$ cat config.mk
export PLATFORM = sky130hd
export DESIGN_NAME = inst_fetch
export DESIGN_NICKNAME = d
export VERILOG_FILES = /design/src/rtl/cpu_defs.sv /design/src/rtl/fetch_buf.sv /design/src/rtl/inst_fetch.sv
export SDC_FILE = /design/constraint.sdc
export NUM_CORES = 1
export LEC_CHECK = 0
export ABC_CLOCK_PERIOD_IN_PS = 8400
export CAP_MARGIN = 10
export CORE_MARGIN = 8
export CORE_UTILIZATION = 47
export CTS_CLUSTER_DIAMETER = 50
export DETAILED_ROUTE_END_ITERATION = 16
export PLACE_DENSITY_LB_ADDON = 0.1
export SYNTH_ARGS = -nofsm -noshare
export SYNTH_HDL_FRONTEND = slang
export SYNTH_HIERARCHICAL = 1
export SYNTH_SLANG_ARGS = --single-unit
$ cat constraint.sdc
create_clock -name clk -period 8.4 [get_ports clk]
set_input_delay 2.52 -clock clk [delete_from_list [all_inputs] [get_ports clk]]
set_output_delay 2.52 -clock clk [all_outputs]
set_load 0.01 [all_outputs]
$ cat src/rtl/cpu_defs.sv
// Shared CPU constants and types: boot vector, exception codes, fetch entry layout.
package cpu_defs;

  localparam logic [31:0] RESET_PC_DEFAULT = 32'hbfc00000;
  localparam logic [31:0] PC_STEP          = 32'd4;
  localparam logic [4:0]  EXC_ADEL         = 5'h04;

  typedef struct packed {
    logic [31:0] pc;
    logic [31:0] inst;
    logic        adel;
  } fetch_entry_t;

  function automatic logic is_aligned(input logic [31:0] addr);
    return addr[1:0] == 2'b00;
  endfunction

endpackage

$ cat src/rtl/fetch_buf.sv
// One-entry output buffer between instruction fetch and the IF/ID register.
module fetch_buf
  import cpu_defs::*;
(
  input  logic        clk,
  input  logic        reset,
  input  logic        load,
  input  logic        drain,
  input  logic        clear,
  input  logic [31:0] load_pc,
  input  logic [31:0] load_inst,
  input  logic        load_adel,
  output logic        valid,
  output logic [31:0] pc,
  output logic [31:0] inst,
  output logic        adel
);

  fetch_entry_t entry;

  // Clear beats load, and load beats drain, so a drained slot can refill in the same cycle.
  // NOTE: sequential state uses non-blocking assignments so all registers see pre-edge values.
  always_ff @(posedge clk) begin
    if (reset)      valid <= 1'b0;
    else if (clear) valid <= 1'b0;
    else if (load)  valid <= 1'b1;
    else if (drain) valid <= 1'b0;
  end

  // NOTE: the payload has no reset; it is only observed while valid=1.
  always_ff @(posedge clk) begin
    if (load && !clear) entry <= '{pc: load_pc, inst: load_inst, adel: load_adel};
  end

  assign pc   = entry.pc;
  assign inst = entry.inst;
  assign adel = entry.adel;

endmodule

$ cat src/rtl/inst_fetch.sv
// Instruction fetch: single-outstanding SRAM request control, redirect/cancel handling,
// and misaligned-PC (ADEL) detection feeding a one-entry output buffer.
module inst_fetch
  import cpu_defs::*;
#(
  parameter logic [31:0] RESET_PC = RESET_PC_DEFAULT
) (
  input  logic        clk,
  input  logic        reset,
  input  logic        redirect,
  input  logic [31:0] redirect_pc,
  input  logic        allow_out,
  output logic        valid_out,
  output logic [31:0] out_pc,
  output logic [31:0] out_inst,
  output logic        out_adel,
  output logic        inst_sram_req,
  output logic [31:0] inst_sram_addr,
  input  logic        inst_sram_addr_ok,
  input  logic        inst_sram_data_ok,
  input  logic [31:0] inst_sram_rdata
);

  logic [31:0] fetch_pc;
  logic [31:0] req_pc;
  logic        outstanding;
  logic        cancel;
  logic        buf_valid;

  logic        drain;
  logic        buf_free;
  logic        misaligned;
  logic        accept;
  logic        take_data;
  logic        take_adel;
  logic        buf_load;
  logic [31:0] load_pc;
  logic [31:0] load_inst;
  logic        load_adel;

  // NOTE: every always_comb output gets a default first so no latch can be inferred.
  always_comb begin
    drain         = buf_valid && allow_out;
    buf_free      = !buf_valid || drain;
    misaligned    = !is_aligned(fetch_pc);
    inst_sram_req = !reset && !redirect && !outstanding && !cancel && buf_free && !misaligned;
    accept        = inst_sram_req && inst_sram_addr_ok;
    // Redirect discards both the returning word and a pending ADEL entry.
    take_data     = inst_sram_data_ok && outstanding && !cancel && !redirect;
    take_adel     = misaligned && !outstanding && buf_free && !redirect;
    buf_load      = take_data || take_adel;
    load_pc       = fetch_pc;
    load_inst     = '0;
    load_adel     = 1'b1;
    if (take_data) begin
      load_pc   = req_pc;
      load_inst = inst_sram_rdata;
      load_adel = 1'b0;
    end
  end

  always_ff @(posedge clk) begin
    if (reset) begin
      fetch_pc    <= RESET_PC;
      outstanding <= 1'b0;
      cancel      <= 1'b0;
    end else begin
      if (redirect)    fetch_pc <= redirect_pc;
      else if (accept) fetch_pc <= fetch_pc + PC_STEP;

      if (accept)                 outstanding <= 1'b1;
      else if (inst_sram_data_ok) outstanding <= 1'b0;

      // A response always retires the cancel; a coincident redirect leaves nothing to cancel.
      if (inst_sram_data_ok)                    cancel <= 1'b0;
      else if (redirect && (outstanding || accept)) cancel <= 1'b1;
    end
  end

  always_ff @(posedge clk) begin
    if (accept) req_pc <= fetch_pc;
  end

  fetch_buf u_fetch_buf (
    .clk       (clk),
    .reset     (reset),
    .load      (buf_load),
    .drain     (drain),
    .clear     (redirect),
    .load_pc   (load_pc),
    .load_inst (load_inst),
    .load_adel (load_adel),
    .valid     (buf_valid),
    .pc        (out_pc),
    .inst      (out_inst),
    .adel      (out_adel)
  );

  assign valid_out      = buf_valid && !reset;
  assign inst_sram_addr = fetch_pc;

endmodule
* Yosys cells after proc, flatten, opt, wreduce, memory -nomap -nowiden
Cells that the tools add are included.
** Word-level totals
- Output and inout port bits :: 99
- Flip-flop bits (word level) :: 132
- Bits in latches :: 0
- Bits in read-only memories :: 0
- Memories kept :: 0
- Logic and storage cells :: 48
- RAM bits :: 0
** Operators by class
- Shifts and indexed selects :: 0
- Mux-type cells :: 8
- Multipliers :: 0
- Add/sub/neg operators :: 1
- Bitwise logic cells :: 0
- Div/mod/pow operators :: 0
- Magnitude comparators :: 0
- Reduce and logical (&&, ||, !) cells :: 31
- Equality and inequality tests :: 0
** Operator list (number)
- $mux W32 :: 3
- $add A32 B3 Y32 const B :: 1
- $logic_and A1 B1 Y1 :: 16
- $logic_not A1 Y1 :: 6
- $reduce_bool A2 Y1 :: 3
- $mux W1 :: 5
- $reduce_or A2 Y1 :: 2
- $logic_or A1 B1 Y1 :: 3
- $logic_not A2 Y1 :: 1

* Longest topological paths before layout
Gate-level depths: netlist (run 1).
- Depth after elaboration :: 9
- Gate-level depth with buffers :: 8

* By module
The synthesis (run 1) kept the hierarchy.
** By module, submodules not included
- inst_fetch :: cells an instance 356, times used 1, area each 3478.3 um^2
- fetch_buf :: cells an instance 70, times used 1, area each 2003.2 um^2

* Least setup slack after synthesis (run 1)
OpenSTA, ideal clock, no wires.
- Path type :: in2reg
- Start point :: input inst_sram_data_ok
- End point :: register u_fetch_buf.entry (netlist bit u_fetch_buf/adel), enable pin
- Stages on the path :: 5
- Slack :: 1.543 ns
- Data arrival time :: 6.360 ns
- Library setup time :: 0.497 ns
- Required time :: 7.903 ns
- Cells stage by stage :: nor4bb_1 -> clkbuf_1 -> inv_1 -> o21ai_0 -> nor2b_1
** Between the ends
- Longest elaborated chain between the ends :: 5
** RTL lines
- start: declaration :: RTL line inst_fetch.sv:20 : input logic inst_sram_data_ok,
- $logic_and A1 B1 Y1 (3 in a row) :: RTL line inst_fetch.sv:49 : take_data = inst_sram_data_ok && outstanding && !cancel && !redirect;
- $logic_or A1 B1 Y1 :: RTL line inst_fetch.sv:51 : buf_load = take_data || take_adel;
- via buf_load :: RTL line inst_fetch.sv:36 : logic buf_load;
- $logic_and A1 B1 Y1 :: RTL line fetch_buf.sv:32 : if (load && !clear) entry <= '{pc: load_pc, inst: load_inst, adel: load_adel};
- end signal: assignment :: RTL line fetch_buf.sv:32
- end: declaration :: RTL line fetch_buf.sv:19 : fetch_entry_t entry;
The timed path passes the listed nets, and every way through them passes these cells.
A chain may end at the register's enable or synchronous reset.

* Final worst setup path (run 1)
- Start point :: input reset
- End point :: output inst_sram_req
** Between the ends
- Longest elaborated chain between the ends :: 6
** RTL lines
- start: declaration :: RTL line inst_fetch.sv:9 : input logic reset,
- $logic_not A1 Y1 :: RTL line inst_fetch.sv:46 : inst_sram_req = !reset && !redirect && !outstanding && !cancel && buf_free && !misaligned;
- $logic_and A1 B1 Y1 (5 in a row) :: RTL line inst_fetch.sv:46
- end: declaration :: RTL line inst_fetch.sv:17 : output logic inst_sram_req,
Every way passes these cells.

==> results of run 1 <==
[metrics by stage]
stage / cell area, sq um / worst slack [ns] / total power (uW) / instances
floorplan: 5480 / 1.54 / 823 / 426
global placement: 7310 / 1.84 / 912 / 719
detailed placement: 7310 / 1.83 / 917 / 719
CTS: 7880 / 1.82 / 1620 / 751
global route: 7880 / 1.75 / 1660 / 751
finish: 7880 / 1.82 / 1600 / 751
[synthesized netlist by cell type, types with 2 or more instances]
| cell type | instances |
|---|---|
| a21oi_1 | 25 |
| a2bb2oi_1 | 3 |
| a31oi_1 | 6 |
| and2_1 | 36 |
| and3_1 | 6 |
| and4_1 | 2 |
| buf_2 | 3 |
| clkbuf_1 | 18 |
| dfxtp_1 | 35 |
| edfxtp_1 | 97 |
| inv_1 | 6 |
| mux2_2 | 29 |
| mux2i_1 | 2 |
| nand2_1 | 32 |
| nand3_1 | 18 |
| nand4_1 | 13 |
| nor2_1 | 20 |
| nor2b_1 | 3 |
| nor3_1 | 6 |
| nor4_1 | 2 |
| o211ai_1 | 14 |
| o21ai_0 | 10 |
| o311ai_0 | 2 |
| o311ai_1 | 4 |
| or3_1 | 4 |
| or4b_1 | 2 |
| xor2_1 | 2 |
[state kept, by name (all words and copies together), names as in the netlist]
| signal | flops |
|---|---|
| u_fetch_buf/inst | 32 |
| u_fetch_buf/valid | 1 |
| outstanding | 1 |
| u_fetch_buf/adel | 1 |
| inst_sram_addr | 32 |
| cancel | 1 |
| req_pc | 32 |
| u_fetch_buf/pc | 32 |
[worst reg2reg max path, delay by kind of cell, from the launching register on]
family | cells | cell delay (ns)
AOI/OAI and AO/OA | 2 | 0.49
buffers and inverters | 1 | 1.10
DFF | 1 | 0.38
and+or+nand+nor | 3 | 1.51
[area by class of cell]
type                            instances  area (sq um)
Sequential cell                       132          3610
Fill cell                             887          3540
Multi-Input combinational cell        265          1780
Clock buffer                           21           460
Tap cell                              143           179
Timing Repair Buffer                  172          1710
Clock inverter                         11           109
Inverter                                7          26.3
[layer usage]
layer | track usage (%) | vias up
li1 | - | 1954
met2 | 29.9 | 162
met5 | 0 | -
met4 | 7.29 | 0
met3 | 6.17 | 14
met1 | 21.6 | 1946
[cell families after synthesis]
| kind of cell | Yosys count | synth area share [%] |
|---|---|---|
| AOI/OAI and AO/OA | 72 | 8.35 |
| muxes | 31 | 6.32 |
| adders and majority gates | 1 | 0.228 |
| xor gates and xnor gates | 3 | 0.479 |
| DFF | 132 | 65.9 |
| buffers and inverters | 29 | 2.08 |
| and+or+nand+nor | 158 | 16.6 |
[final timing paths]
path                      startpoint                 end  slack (ns)
hold reg to reg   inst_sram_addr[30]          req_pc[30]        0.51
hold / removal    inst_sram_addr[30]          req_pc[30]        0.51
setup reg to reg   inst_sram_addr[0]  inst_sram_addr[27]        4.77
setup / recovery               reset       inst_sram_req        1.82
[power by group]
group	internal [uW]	switching [uW]	leakage, uW	total, uW
clock network	447	254	0.000280	701
logic	86.8	62.6	0.00125	149
registers	729	24.1	0.00115	753
==> results.toml, run 1 <==
[status]
status = "finished clean"

[worst_setup_path]
crit_path_top_delay_cell = "clkdlybuf4s50_1"
cp.buffers_inverters = 2
crit_fanout = 3
end_kind = "output port"
required_ns = 5.88
path_cells = "clkdlybuf4s50_1, or4_4, nor2_1, clkdlybuf4s50_1"
start_kind = "input pin"
cpMostUsedCell = "clkdlybuf4s50_1"
crit_family = "buffers and inverters"
cpPeakStageDelay_ns = 0.55
cp.depth = 4
reg2regPathDepth = 6
crit_type = "in -> out"
cp.arrival_ns = 4.06

[clock_tree]
post-cts-setup-buffers = 0
cts_sinks = 132
post_cts_resized = 0
cts.clk_slew.worst_paths_ns = 0.05
cts_tree = "yes"
worstSkewPairLatency_ns = 0.41
cts_root_buf = "clkbuf_16"
h-tree-depth = 4
cts_buffers = 17
holdBufCountCts = 0
clk_path_buf_depth = 2

[synthesis]
synth.distinct_cells = 53
synth_area_leader_cell = "edfxtp_1"
synthFlopType = "edfxtp_1"
async_reset_ff_share_pct = 0
yosys-top-cells-area = "edfxtp_1, dfxtp_1, mux2_2, and2_1, a21oi_1"
yosys_warnings = 6
synth_area_sq_um = 5480
postSynthCellCount = 426
synth_nets = 497
synth_top_area_share_pct = 53.1
seq_area_frac_synth_pct = 65.9
avgSynthCellArea_sq_um = 12.9
synth_edf_count = 97
ys_seq_elements = 132

[final_layout]
layout_common_cells = "clkdlybuf4s50_1, edfxtp_1, and2_1"
final_util_pct = 69.0
antenna_cells = 0
nets = 666
drive_gt1_share_pct = 11.7
final_common_cell = "clkdlybuf4s50_1"
synthToLayoutAreaGrowth_pct = 43.7

[detailed_routing]
drc = 0
top_layer = "met4"
drt-met1-wl_um = 5780
wl_per_cell_um = 18.8
routed_wl_um = 14100
vias_per_cell = 5.43
drtAntennaViolNets = 0
drtIter0Drc = 293
vias = 4076
wl_met2_um = 6890
met3_length_um = 1230
drt_first_pass_iters = 5

[floorplan]
die_w_um = 124
io_pins = 169
dieArea_sq_um = 15400
initial_core_util_pct = 48.0
rows = 39
dieHeight_um = 124
coreArea_sq_um = 11400

[placement]
dp_hpwl_um = 9520
io_buffers = 168
finalWeightedCongestion = 0.772

[min_path]
hold_path.class = "reg -> reg"
hold_depth = 0

[grt]
grt_overflow = 0
grt_pass1_vias = 4105
grt_max_degree = 68
antenna_found_initial = 0
grt_pass1_wl_um = 21400
grtUsageTotal_pct = 18.2

[power_and_ir_drop]
power.density_nw_per_um2 = 204
ir_drop_mv = 0.127
leakage_uw = 0.00269

[sta]
grt_setup_unrepaired = "false"
finalSetupTns_ns = 0
max_freq_mhz = 152
fin_crit_ns = 6.58
tightest_slew_ns = 1.04
timing.hold.ws_ns = 0.508
fin_skew_ns = 0.00894
fin_crit_sh_pct = 78.3
finalHoldViolCount = 0
setup_viol_count_final = 0
final_max_slew_viol_count = 0
max-slew-margin-rel_pct = 30.8

[run]
cap_violations = 0
Power figures use the tool's default switching activity.
==> run 2: changes to the inputs <==
--- a/config.mk
+++ b/config.mk
@@ -5,7 +5,7 @@
 export SDC_FILE = /design/constraint.sdc
 export NUM_CORES = 1
 export LEC_CHECK = 0
-export ABC_CLOCK_PERIOD_IN_PS = 8400
+export ABC_CLOCK_PERIOD_IN_PS = 6200
 export CAP_MARGIN = 10
 export CORE_MARGIN = 8
 export CORE_UTILIZATION = 47
==> constraint.sdc (replaced) <==
create_clock -name clk -period 6.2 [get_ports clk]
set_input_delay 1.86 -clock clk [delete_from_list [all_inputs] [get_ports clk]]
set_output_delay 1.86 -clock clk [all_outputs]
set_load 0.01 [all_outputs]
==> run 2 against run 1 <==
Via count increased by 0.93%. Clock power increased by 37%. Highest routed layer unchanged. Critical path type unchanged. Hold slack improved by 0.013 ns. Cell count increased by 0.13%. Sequential share of layout area decreased by 0.20 points. Largest power group unchanged. Register-to-register slack got worse by 1.1 ns. Count of clock-buffer cells in the layout increased by 6. Sequential cell count unchanged. Combinational power increased by 36%. Critical path depth unchanged. Setup slack got worse by 0.88 ns.
==> results.toml, run 2 (same netlist as run 1, synthesis figures left out) <==
[grt]
grt_pass1_vias = 4157
grt_max_degree = 68
antenna_found_initial = 0
grt_overflow = 0
grtUsageTotal_pct = 18.7
grt_pass1_wl_um = 21900

[floorplan]
coreArea_sq_um = 11400
io_pins = 169
dieHeight_um = 124
die_w_um = 124
initial_core_util_pct = 48.0
rows = 39
dieArea_sq_um = 15400

[clock_tree]
cts_root_buf = "clkbuf_16"
cts_sinks = 132
cts_tree = "yes"
post_cts_resized = 0
cts.clk_slew.worst_paths_ns = 0.05
h-tree-depth = 4
worstSkewPairLatency_ns = 0.41
clk_path_buf_depth = 2
cts_buffers = 17
post-cts-setup-buffers = 0
holdBufCountCts = 0

[run]
cap_violations = 0

[min_path]
hold_depth = 0
min_from = "inst_sram_addr[30]"
whs_endpoint = "req_pc[30]"
hold_path.class = "reg -> reg"

[power_and_ir_drop]
power.density_nw_per_um2 = 276
leakage_uw = 0.00271
ir_drop_mv = 0.188
p_total_uw = 2180

[worst_setup_path]
end_kind = "output port"
reg2reg_to = "inst_sram_addr[27]"
r2r_start = "inst_sram_addr[0]"
rrSetupSlack_ns = 3.63
crit_type = "in -> out"
cp.arrival_ns = 3.39
crit_fanout = 3
reg2regPathDepth = 7
required_ns = 4.34
start_kind = "input pin"

[sta]
fin_crit_sh_pct = 84.7
fin_crit_ns = 5.25
finalSetupTns_ns = 0
tightest_slew_ns = 0.845
finalHoldViolCount = 0
timing.hold.ws_ns = 0.521
final_max_slew_viol_count = 0
max_freq_mhz = 190
max-slew-margin-rel_pct = 43.5
setup_viol_count_final = 0
layout_setup_ws_ns = 0.947
fin_skew_ns = 0.00583
grt_setup_unrepaired = "false"

[final_layout]
final_cell_count_no_fill = 752
layout_common_cells = "clkdlybuf4s50_1, edfxtp_1, and2_1"
nets = 668
synthToLayoutAreaGrowth_pct = 44.3
antenna_cells = 0
final_common_cell = "clkdlybuf4s50_1"
drive_gt1_share_pct = 11.7

[detailed_routing]
drtAntennaViolNets = 0
wl_per_cell_um = 18.7
vias = 4114
drt_first_pass_iters = 4
vias_per_cell = 5.47
routed_wl_um = 14000
drc = 0
drtIter0Drc = 223

[status]
status = "finished clean"

[placement]
io_buffers = 168
dp_hpwl_um = 9660
finalWeightedCongestion = 0.799
pre_cts_ws_ns = 0.948
placed_cells = 721
run 2: stage by stage:
stage	instance area, sq um	util, %
global route	7910	69.3
detailed placement	7330	64.2
global placement	7330	64.2
floorplan	5480	-
CTS	7910	69.3
finish	7910	69.3
run 2: cell type report:
| type | instances | area (sq um) |
|---|---|---|
| clock inverters | 4 | 43.8 |
| fillers | 899 | 3510 |
| repair buffers | 174 | 1740 |
| well taps | 143 | 179 |
| clock buffers | 27 | 533 |
| multi-input cells | 265 | 1780 |
| inverters | 7 | 26.3 |
| flip-flops and latches | 132 | 3610 |
run 2: report_power, final:
part / switching, uW / internal (uW)
Clock: 335 / 621
Combinational: 84.4 / 119
Sequential: 32.3 / 988
Total: 452 / 1730
run 2: critical path, stage by stage:
cell	delay [ns]
clkdlybuf4s50_1	0.42
or4_4	0.46
nor2_1	0.11
clkdlybuf4s50_1	0.55
run 2: routing by layer:
layer  share of wire (%)  global-route usage, %  vias up
met5                   0                      0        -
met3                 9.7                   7.21       15
met1                  41                   22.5     1958
li1                    -                      -     1962
met2                  48                   29.9      179
met4                 1.2                   7.21        0
run 2: worst max path at each step:
stage          slack [ns]                to  depth (start not counted)         startpoint
6_report             0.95     inst_sram_req                          4              reset
3_5_place_dp         0.95     inst_sram_req                          4              reset
4_1_cts              0.93     inst_sram_req                          4              reset
3_3_place_gp         0.95     inst_sram_req                          4              reset
2_1_floorplan       0.003  u_fetch_buf/adel                          5  inst_sram_data_ok
5_1_grt              0.88     inst_sram_req                          4              reset
==> variant 1 (settings of run 1) <==
Register the output `out_inst`, without a reset; this adds one clock of latency there. The other outputs are not delayed to match.
--- a/src/rtl/inst_fetch.sv
+++ b/src/rtl/inst_fetch.sv
@@ -20,6 +20,8 @@
   input  logic        inst_sram_data_ok,
   input  logic [31:0] inst_sram_rdata
 );
+
+  logic [31:0] out_inst_d;
 
   logic [31:0] fetch_pc;
   logic [31:0] req_pc;
@@ -92,11 +94,15 @@
     .load_adel (load_adel),
     .valid     (buf_valid),
     .pc        (out_pc),
-    .inst      (out_inst),
+    .inst      (out_inst_d),
     .adel      (out_adel)
   );
 
   assign valid_out      = buf_valid && !reset;
   assign inst_sram_addr = fetch_pc;
 
+  always_ff @(posedge clk) begin
+    out_inst <= out_inst_d;
+  end
+
 endmodule
Function: changed (a bounded check fails within 4 cycles, from zero or initial values and one cycle with reset high).
==> variant 1 against run 1 <==
Design area grew 9.2%; setup slack got worse by 230 ps; total power grew 16%; sequential cell count rose by 32; area after synthesis increased by 12%; sequential power grew 22%; wire length rose by 5.6%; die area up 10%; critical path type unchanged.
==> variant 1: results (changes against run 1) <==
metric;value;unit;change
grt_pass1_vias;4085;;-0.49%
multi_input_gates;266;;+0.38%
synth-adder-area-share;0.204;%;-0.024 points
fillers;972;;+9.6%
nNetsFinal;701;;+5.3%
max_stage_delay;590;ps;+40 ps
via_count;4285;;+5.1%
seq_area_frac_synth;69.4;%;+3.5 points
place_ws;1600;ps;-228 ps
areaGrowthSynthToFinish;40.4;%;
worstPathArrival;4280;ps;+220 ps
ir_drop;0.110;mV;-13%
clockBufferCount;25;;+19%
clkCellAreaFrac;7.21;%;-0.014 points
drive_gt1_share;11.4;%;-0.32 points
crit_fanout;32;;+29
wl_met2;6900;um;+0.12%
area_share_nonclk_buffers;20.0;%;-1.7 points
seq_area_share;49.4;%;+3.6 points
hold_ws;338;ps;-170 ps
place_hpwl;10300;um;+8.6%
wl_met1;6360;um;+10%
dpl.cell_count;783;;+8.9%
reg2regPathDepth;7;;+1
routed_wl;14900;um;+5.6%
rows;41;;+5.1%
clock_skew;5.11;ps;-3.83 ps
slew_viol_final;0;;unchanged
buffers;173;;+0.58%
grtUsageMet1;22.9;%;+1.3 points
synth_compound_area_share;6.88;%;-1.5 points
tightest_slew;811;ps;-225 ps
multi_input_area;0.00176;mm2;-0.70%
use_met2;27.2;%;-2.6 points
yosys-mux-area-fraction;5.66;%;-0.67 points
worstReg2RegEnd;inst_sram_addr[14]$_SDFFE_PP0P_;;
synthXorXnorAreaFrac;1.86;%;+1.4 points
first_iter_violations;237;;-19%
gp_congestion;0.819;;+6.1%
synth_cells;458;;+7.5%
netlist_top_cells_area;edfxtp_1 48%, dfxtp_1 22%, mux2_2 5.3%, and2_1 3.8%, nand2_1 1.8%;;
period_share;81.0;%;+2.7 points
rrSetupSlack;5470;ps;+700 ps
grt_usage;17.7;%;-0.44 points
syn-num-nets;529;;+6.4%
outcome;finished, final reports clean;;
dpl_cell_area;0.00798;mm2;+9.2%
synth_cell_types;50;;-5.7%
wl_met3;1370;um;+12%
hold_end;out_inst[10]$_DFF_P_;;
power.leakage;3.01;nW;+12%
worstSetupPathType;in2out;;
hp-start;u_fetch_buf/inst[10]$_DFFE_PP_;;
[variant 1: cell count changes in the layout (fill, tap and decap cells not counted), sizes merged, moves of 3 or more]
cell and delta:
or4b -3, nor2 +3, xor2 +9, clkinv -3
o211ai -6, nor4 +4, clkbuf +4, a21oi -6
dfxtp +32, and3 -3, inv +3, a211oi +3
[variant 1: kinds of logic (layout without fill, tap and decap cells)]
logic type,after synthesis,count (layout)
AND/OR/NAND/NOR,156,156
buffers and inverters,28,213
flip-flops,164,164
multiplexers,31,31
adder cells (fa/ha/maj),1,1
AO/OA/AOI/OAI,65,65
XOR/XNOR,13,13
[variant 1: worst max-delay path, delay by kind of cell]
family	cells	cell delay, ps
and+or+nand+nor	2	510
buffers and inverters	3	1250
[variant 1: power by group]
group | total, W | internal, W | switching, W
Clock | 0.000781 | 0.000477 | 0.000304
Combinational | 0.000156 | 0.0000904 | 0.0000659
Sequential | 0.000916 | 0.000888 | 0.0000279
Total | 0.00185 | 0.00146 | 0.000398
==> variant 2 (flow settings as in run 1) <==
Without the edit above. Add an input register stage for `redirect`, `redirect_pc`, `allow_out`, `inst_sram_addr_ok`, `inst_sram_data_ok` and `inst_sram_rdata`; this delays them by one clock.
--- a/src/rtl/inst_fetch.sv
+++ b/src/rtl/inst_fetch.sv
@@ -21,6 +21,22 @@
   input  logic [31:0] inst_sram_rdata
 );
 
+  logic redirect_q;
+  logic [31:0] redirect_pc_q;
+  logic allow_out_q;
+  logic inst_sram_addr_ok_q;
+  logic inst_sram_data_ok_q;
+  logic [31:0] inst_sram_rdata_q;
+
+  always_ff @(posedge clk) begin
+    redirect_q          <= redirect;
+    redirect_pc_q       <= redirect_pc;
+    allow_out_q         <= allow_out;
+    inst_sram_addr_ok_q <= inst_sram_addr_ok;
+    inst_sram_data_ok_q <= inst_sram_data_ok;
+    inst_sram_rdata_q   <= inst_sram_rdata;
+  end
+
   logic [31:0] fetch_pc;
   logic [31:0] req_pc;
   logic        outstanding;
@@ -40,21 +56,21 @@
 
   // NOTE: every always_comb output gets a default first so no latch can be inferred.
   always_comb begin
-    drain         = buf_valid && allow_out;
+    drain         = buf_valid && allow_out_q;
     buf_free      = !buf_valid || drain;
     misaligned    = !is_aligned(fetch_pc);
-    inst_sram_req = !reset && !redirect && !outstanding && !cancel && buf_free && !misaligned;
-    accept        = inst_sram_req && inst_sram_addr_ok;
+    inst_sram_req = !reset && !redirect_q && !outstanding && !cancel && buf_free && !misaligned;
+    accept        = inst_sram_req && inst_sram_addr_ok_q;
     // Redirect discards both the returning word and a pending ADEL entry.
-    take_data     = inst_sram_data_ok && outstanding && !cancel && !redirect;
-    take_adel     = misaligned && !outstanding && buf_free && !redirect;
+    take_data     = inst_sram_data_ok_q && outstanding && !cancel && !redirect_q;
+    take_adel     = misaligned && !outstanding && buf_free && !redirect_q;
     buf_load      = take_data || take_adel;
     load_pc       = fetch_pc;
     load_inst     = '0;
     load_adel     = 1'b1;
     if (take_data) begin
       load_pc   = req_pc;
-      load_inst = inst_sram_rdata;
+      load_inst = inst_sram_rdata_q;
       load_adel = 1'b0;
     end
   end
@@ -65,15 +81,15 @@
       outstanding <= 1'b0;
       cancel      <= 1'b0;
     end else begin
-      if (redirect)    fetch_pc <= redirect_pc;
+      if (redirect_q)    fetch_pc <= redirect_pc_q;
       else if (accept) fetch_pc <= fetch_pc + PC_STEP;
 
       if (accept)                 outstanding <= 1'b1;
-      else if (inst_sram_data_ok) outstanding <= 1'b0;
+      else if (inst_sram_data_ok_q) outstanding <= 1'b0;
 
       // A response always retires the cancel; a coincident redirect leaves nothing to cancel.
-      if (inst_sram_data_ok)                    cancel <= 1'b0;
-      else if (redirect && (outstanding || accept)) cancel <= 1'b1;
+      if (inst_sram_data_ok_q)                    cancel <= 1'b0;
+      else if (redirect_q && (outstanding || accept)) cancel <= 1'b1;
     end
   end
 
@@ -86,7 +102,7 @@
     .reset     (reset),
     .load      (buf_load),
     .drain     (drain),
-    .clear     (redirect),
+    .clear     (redirect_q),
     .load_pc   (load_pc),
     .load_inst (load_inst),
     .load_adel (load_adel),
Check against the original RTL: not equivalent (a bounded check fails within 4 cycles, from zero or initial values and one cycle with reset high).
==> variant 2 against run 1 <==
Wire length grew 13%; first-iteration DRC count is 4.8% higher; total power up 28%; area after synthesis is 26% higher; setup slack worse by 19 ps; sequential cell count increased by 68; worst hold slack got worse by 72 ps; clock power increased by 14%; register-to-register slack gained 680 ps; design area is 19% higher; largest cell class unchanged.
==> variant 2: results (changes against run 1) <==
metric;value;unit;change
grt_max_degree;67;;-1.5%
rrSetupSlack;5450;ps;+680 ps
tightest_slew;930;ps;-106 ps
ir_drop;0.172;mV;+35%
use_met3;6.93;%;+0.76 points
hp-start;redirect_pc_q[4]$_DFF_P_;;
wl_met1;6360;um;+10%
grt_pass1_vias;4796;;+17%
grt_pass1_wl;24900;um;+17%
drive_gt1_share;11.1;%;-0.53 points
syn-num-nets;564;;+13%
antenna_found_initial;1;;+1
slew_viol_final;0;;unchanged
grtUsageMet1;19.2;%;-2.4 points
path_clk_slew;70;ps;+20 ps
switching_share;22.3;%;+1.1 points
viasPerCell;5.24;;-3.5%
crit_fanout;39;;+36
wl_met2;7860;um;+14%
dr.pass1.iters;4;;-1
synth_cell_types;47;;-11%
min_path_cells;2;;+2
worstReg2RegEnd;inst_sram_addr[31]$_SDFFE_PP1P_;;
top_layer_used;met5;;
insertion_delay;430;ps;+20 ps
synthFlopType;dfxtp_1;;
max_stage_delay;530;ps;-20 ps
wl_met3;1360;um;+11%
gp_congestion;0.805;;+4.3%
dpl_cell_area;0.00878;mm2;+20%
hold_end;inst_sram_addr[4]$_SDFFE_PP0P_;;
synth.avg_cell_area;14.0;um2;+9.1%
final_cells;857;;+14%
clockPowerShare;38.9;%;-4.8 points
synth_common_cells;103 x dfxtp_1, 97 x edfxtp_1, 37 x and2_1;;
first_iter_violations;307;;+4.8%
place_hpwl;10700;um;+12%
use_met2;29.2;%;-0.63 points
timing.rr.start;redirect_q$_DFF_P_;;
power.leakage;3.40;nW;+26%
cp-endpoint;valid_out;;
outcome;finished, final reports clean;;
worstPathArrival;4080;ps;+20 ps
routedWlPerCell;18.6;um;-1.0%
[variant 2: changes by cell type in the layout (fill, tap and decap cells not counted), moves of 5 or more]
cell,before,now
inv_6,0,5
o21ai_0,10,5
a211oi_1,1,13
a31oi_1,6,1
o211ai_1,14,8
nand2_1,32,25
xor2_1,2,12
nor2_1,20,27
clkinv_2,6,1
a21oi_1,25,13
dfxtp_1,35,103
[variant 2: cell families (layout without fill, tap and decap cells)]
family	count (synthesis)	after routing	synth area share, %
AND/OR/NAND/NOR	158	158	13.4
AO/OA/AOI/OAI	56	56	5.60
buffers and inverters	30	210	1.75
adder cells (fa/ha/maj)	1	1	0.181
flip-flops	200	200	71.9
multiplexers	34	34	5.46
XOR/XNOR	14	14	1.77
[variant 2: final cells by class]
class / count / area (um2)
sequential: 200 / 4970
clock inverter: 12 / 113
tap: 184 / 230
multi-input combinational: 263 / 1830
clock buffer: 20 / 468
fill: 1089 / 5120
timing repair buffer: 173 / 1720
inverter: 5 / 18.8
